**config.mk**
```make
export PLATFORM = sky130hd
export DESIGN_NAME = mem_port_arbiter
export DESIGN_NICKNAME = d
export VERILOG_FILES = /design/src/rtl/arb_pkg.sv /design/src/rtl/arb_burst_ctr.sv /design/src/rtl/mem_port_arbiter.sv
export SDC_FILE = /design/constraint.sdc
export NUM_CORES = 1
export LEC_CHECK = 0
export ABC_AREA = 1
export CAP_MARGIN = 20
export CELL_PAD_IN_SITES_DETAIL_PLACEMENT = 1
export CELL_PAD_IN_SITES_GLOBAL_PLACEMENT = 1
export CORE_AREA = 2 2 124 126
export DETAILED_ROUTE_END_ITERATION = 16
export DIE_AREA = 0 0 126 128
export GPL_TIMING_DRIVEN = 0
export PLACE_DENSITY = 0.81
export SLEW_MARGIN = 20
export SYNTH_ARGS = -nofsm -noshare
export SYNTH_HDL_FRONTEND = slang
export SYNTH_SLANG_ARGS = --single-unit
```
**constraint.sdc**
```tcl
create_clock -name CLK -period 3.5 [get_ports CLK]
set_input_delay 0.7 -clock CLK [delete_from_list [all_inputs] [get_ports CLK]]
set_output_delay 0.7 -clock CLK [all_outputs]
set_load 0.01 [all_outputs]
```
**src/rtl/arb_pkg.sv**
```systemverilog
// arb_pkg: shared constants and state encoding for the memory data port arbiter
package arb_pkg;
  localparam logic REQ_CPU = 1'b0;
  localparam logic REQ_DMA = 1'b1;
  localparam logic [1:0] SZ_BYTE = 2'b00;
  localparam logic [1:0] SZ_HALF = 2'b01;
  localparam logic [1:0] SZ_WORD = 2'b10;
  localparam int CNT_W = 16;
  typedef enum logic {IDLE, LOCK1} owner_t;
endpackage

```
**src/rtl/arb_burst_ctr.sv**
```systemverilog
// arb_burst_ctr: negedge burst counter with clear, increment and hold at LIMIT
module arb_burst_ctr #(
  parameter logic [3:0] LIMIT = 4'd4
) (
  input  logic CLK,
  input  logic RST,
  input  logic clr,
  input  logic inc,
  output logic limit_hit
);
  logic [3:0] cnt;
  assign limit_hit = cnt >= LIMIT;
  always_ff @(negedge CLK or negedge RST)
    if (!RST) cnt <= '0;
    else if (clr) cnt <= '0;
    else if (inc && !limit_hit) cnt <= cnt + 4'd1;
endmodule

```
**src/rtl/mem_port_arbiter.sv**
```systemverilog
// mem_port_arbiter: shares the memory data port between the CPU (0) and a DMA/loader (1).
// Define ARB_FIXED_PRIO_EN for fixed CPU priority; default is round-robin plus bounded lock.
module mem_port_arbiter
  import arb_pkg::*;
#(
  parameter int MAX_BURST = 4
) (
  input  logic             CLK,
  input  logic             RST,
  input  logic             Req0,
  input  logic             Req1,
  input  logic [31:0]      Addr0,
  input  logic [31:0]      Addr1,
  input  logic [1:0]       Size0,
  input  logic [1:0]       Size1,
  input  logic [31:0]      WData0,
  input  logic [31:0]      WData1,
  input  logic             WE0,
  input  logic             WE1,
  input  logic             Lock1,
  output logic             Gnt0,
  output logic             Gnt1,
  output logic             Stall0,
  output logic [31:0]      MemAddr,
  output logic [1:0]       MemSize,
  output logic [31:0]      MemDataIn,
  output logic             MemWE,
  input  logic [31:0]      MemDataOut,
  output logic [31:0]      RData,
  output logic [CNT_W-1:0] ConflictCnt
);
  logic last, win1;
`ifdef ARB_FIXED_PRIO_EN
  assign win1 = Req1 & ~Req0;
`else
  localparam logic [3:0] LIMIT = 4'(MAX_BURST);
  owner_t owner, owner_nxt;
  logic limit_hit;
  always_comb owner_nxt = (Gnt1 && Lock1) ? LOCK1 : IDLE;
  always_ff @(negedge CLK or negedge RST)
    if (!RST) owner <= IDLE;
    else owner <= owner_nxt;
  arb_burst_ctr #(.LIMIT(LIMIT)) u_burst (
    .CLK(CLK),
    .RST(RST),
    .clr(~(Gnt1 & Lock1)),
    .inc(Gnt1 & Lock1),
    .limit_hit(limit_hit)
  );
  // an unexhausted lock beats round-robin; otherwise the non-last requester wins a conflict
  assign win1 = Req1 & (~Req0 | (last == REQ_CPU) | (owner == LOCK1 & ~limit_hit));
`endif
  assign Gnt1 = RST & win1;
  assign Gnt0 = RST & Req0 & ~win1;
  assign Stall0 = RST & Req0 & ~Gnt0;
  assign MemAddr = Gnt1 ? Addr1 : Addr0;
  assign MemSize = Gnt1 ? Size1 : Size0;
  assign MemDataIn = Gnt1 ? WData1 : WData0;
  assign MemWE = (WE1 & Gnt1) | (WE0 & Gnt0);
  assign RData = MemDataOut;
  always_ff @(negedge CLK or negedge RST)
    if (!RST) begin
      last <= REQ_CPU;
      ConflictCnt <= '0;
    end else begin
      if (Gnt0 || Gnt1) last <= Gnt1 ? REQ_DMA : REQ_CPU;
      if (Req0 && Req1 && !(&ConflictCnt)) ConflictCnt <= ConflictCnt + 1'b1;
    end
endmodule

```
==> qor.txt <==
Cell mode on critical path - nand2_2
Total CTS buffers - 3
Setup violation total in the final timing report - 70
TNS Setup - -43210 ps
I/O Pins - 289
CP required - 2800 ps
Worst-path maximum fanout - 5
Hold crit path type - reg -> reg
Cell area after synthesis - 0.002330 mm2
Share of layout cells above drive strength 1 - 0.3928
DR pass1 iterations - 4
Initial antenna violation count - 0
FP Rows - 45
Yosys reg bits - 22
Total power - 1.603 mW
Pwr dens - 259.6 mW/mm2
Most common cell after layout, fill and taps aside - clkdlybuf4s50_1
Worst Max-Slew Pin Slew - 367.6 ps
Vias per Instance - 4.072
Ys Warns - 0
H-tree Lvls - 1
HPWL Detailed - 11.07 mm
Area of the core - 0.01486 mm2
P&R area growth vs syn - 165.0%
Non-filler instance count after layout - 911
Vias post-DR - 3710
Largest stage delay on the critical path - 370 ps
Final WS setup - -688.6 ps
Port Buffers - 256
Global route overflow - 0
Drt wl/cell - 15.70 um
Nets - 897
Diode count - 0
Initial Util - 0.1567
Die H - 128 um
Clk_skew - 9.843 ps
Pre-CTS setup slack - -969.3 ps
DIE WIDTH - 126 um
Crit Path Class - reg -> out
Vias in the first global route - 3714
Crit path launch type - flop
Final Max Tran Viols - 0
Status - complete, but fails checks
Final ANT Viol Nets - 0
Mean post-synth cell area - 5.547 um2
CP endpoint kind - output pin
Clock Pin Slew Worst Setup and Hold Paths - 40 ps
Failing checks - negative setup slack
Final wirelength - 14.30 mm
Leakage - 3.103 nW
Max Cap Viol - 0
Mapped Cells - 420
GPL Wtd Cong - 0.8023
First-pass GRT wire length - 20.28 mm
Total die area - 0.01613 mm2
Ordered list of cells on the worst path - nor2_4 > nand2_2 > nand3_4 > nand3_4 > buf_8 > buf_12 > clkbuf_16 > nand2_2 > nand2_2 > buf_6
Unique masters post-synth - 21
CTS tree - done
Fin util - 0.4154
Max VDD drop - 0.2271 mV
Most frequent cells in the layout - clkdlybuf4s50_1 (167), nand2_1 (154), nand2_2 (81)
Fin. Hold Viols - 0
Root Driver - clkbuf_16
Syn Nets - 593
# clock sinks - 22
Clock buffer depth - 2
Drc violations - 0
Worst skew pair latency - 290 ps
Unrepaired setup endpoints after global routing - yes
WP data arrival - 3490 ps
Post-synthesis sequential area ratio - 0.2363
Drt first-iter violations - 76
Placed Cells - 864
Pin count of the biggest net entering global routing - 25
Total global routing track utilization - 0.1569
Relative slew slack - 0.7550
Crit-path slowest cell - dfrtn_1
Yosys cell counts:
cell | count | area (um2)
nand2_1 | 265 | 994.7
buf_4 | 33 | 247.7
dfrtn_1 | 22 | 550.5
nor2_1 | 22 | 82.58
nand3_1 | 16 | 80.08
inv_1 | 15 | 56.30
buf_2 | 11 | 55.05
xor2_1 | 8 | 70.07
o21ai_1 | 6 | 30.03
clkbuf_1 | 4 | 15.01
nand4_1 | 3 | 18.77
a21oi_1 | 2 | 10.01
buf_6 | 2 | 22.52
ha_1 | 2 | 25.02
nand3_2 | 2 | 20.02
o21ai_0 | 2 | 10.01
inv_2 | 1 | 3.750
mux2i_1 | 1 | 10.01
nand3b_1 | 1 | 7.510
nor2_4 | 1 | 11.26
xnor2_1 | 1 | 8.760
state kept, by name, indices dropped and copies added (netlist names):
signal       flops
last             1
owner            1
ConflictCnt     16
u_burst.cnt      4
final timing paths:
check | startpoint | endpoint | slack (ps) | cells past startpoint
min reg2reg | ConflictCnt[15] | ConflictCnt[15] | 490 | 2
max | u_burst.cnt[3] | MemDataIn[12] | -690 | 10
max in group asynchronous | RST | last | 1210 | 1
max reg2reg | ConflictCnt[0] | ConflictCnt[11] | 1710 | 10
min | ConflictCnt[15] | ConflictCnt[15] | 490 | 2
min in group asynchronous | RST | ConflictCnt[2] | 1980 | 1
cells by family after synthesis:
group,synth area share
and+or+nand+nor,0.5215
adders and majority gates,0.01074
AOI/OAI and AO/OA,0.02148
DFF,0.2363
muxes,0.004297
xor gates and xnor gates,0.03384
buffers and inverters,0.1719
through the flow:
step	cell area (um2)	hold slack, ps
after floorplan	2430	430.5
after global routing	6175	515.0
final	6175	485.7
after CTS	5628	494.5
after detailed placement	5223	451.6
after global placement	5228	448.1
final cells by class:
type | count | area [um2]
fill | 1830 | 8690
sequential | 22 | 550.5
multi-input combinational | 332 | 1833
inverter | 16 | 65.06
clock inverter | 1 | 30.03
buffer | 48 | 442.9
tap | 188 | 235.2
timing repair buffer | 301 | 2943
clock buffer | 3 | 75.07
worst max-delay path: cells and delay by family (launching register included):
family	cells	cell delay [ps]
and+or+nand+nor	6	510
buffers and inverters	4	570
DFF	1	370
repair_timing:
action	4_1_cts	5_1_grt
hold buffers	0	0
gates cloned	3	2
endpoints found under the setup margin	107	80
resized for setup	401	119
buffers inserted	30	10
pin swaps	4	30
power breakdown:
group          internal, mW  leakage [nW]  switching (mW)  total [mW]
registers             0.298         0.294          0.0243       0.322
logic                 0.534          2.76           0.415       0.948
clock network         0.228        0.0511           0.104       0.332
layer usage:
layer  global-route usage  part of all wire  routed length (um)  vias up
li1                     -                 -                   -     1843
met1               0.1856              0.39                5621     1735
met2               0.3036              0.55                7875      123
met3              0.01962             0.048                 680        9
met4              0.02973            0.0088                 126        0
met5                    0                 0                   0        -
(Power assumes the default switching activity.)
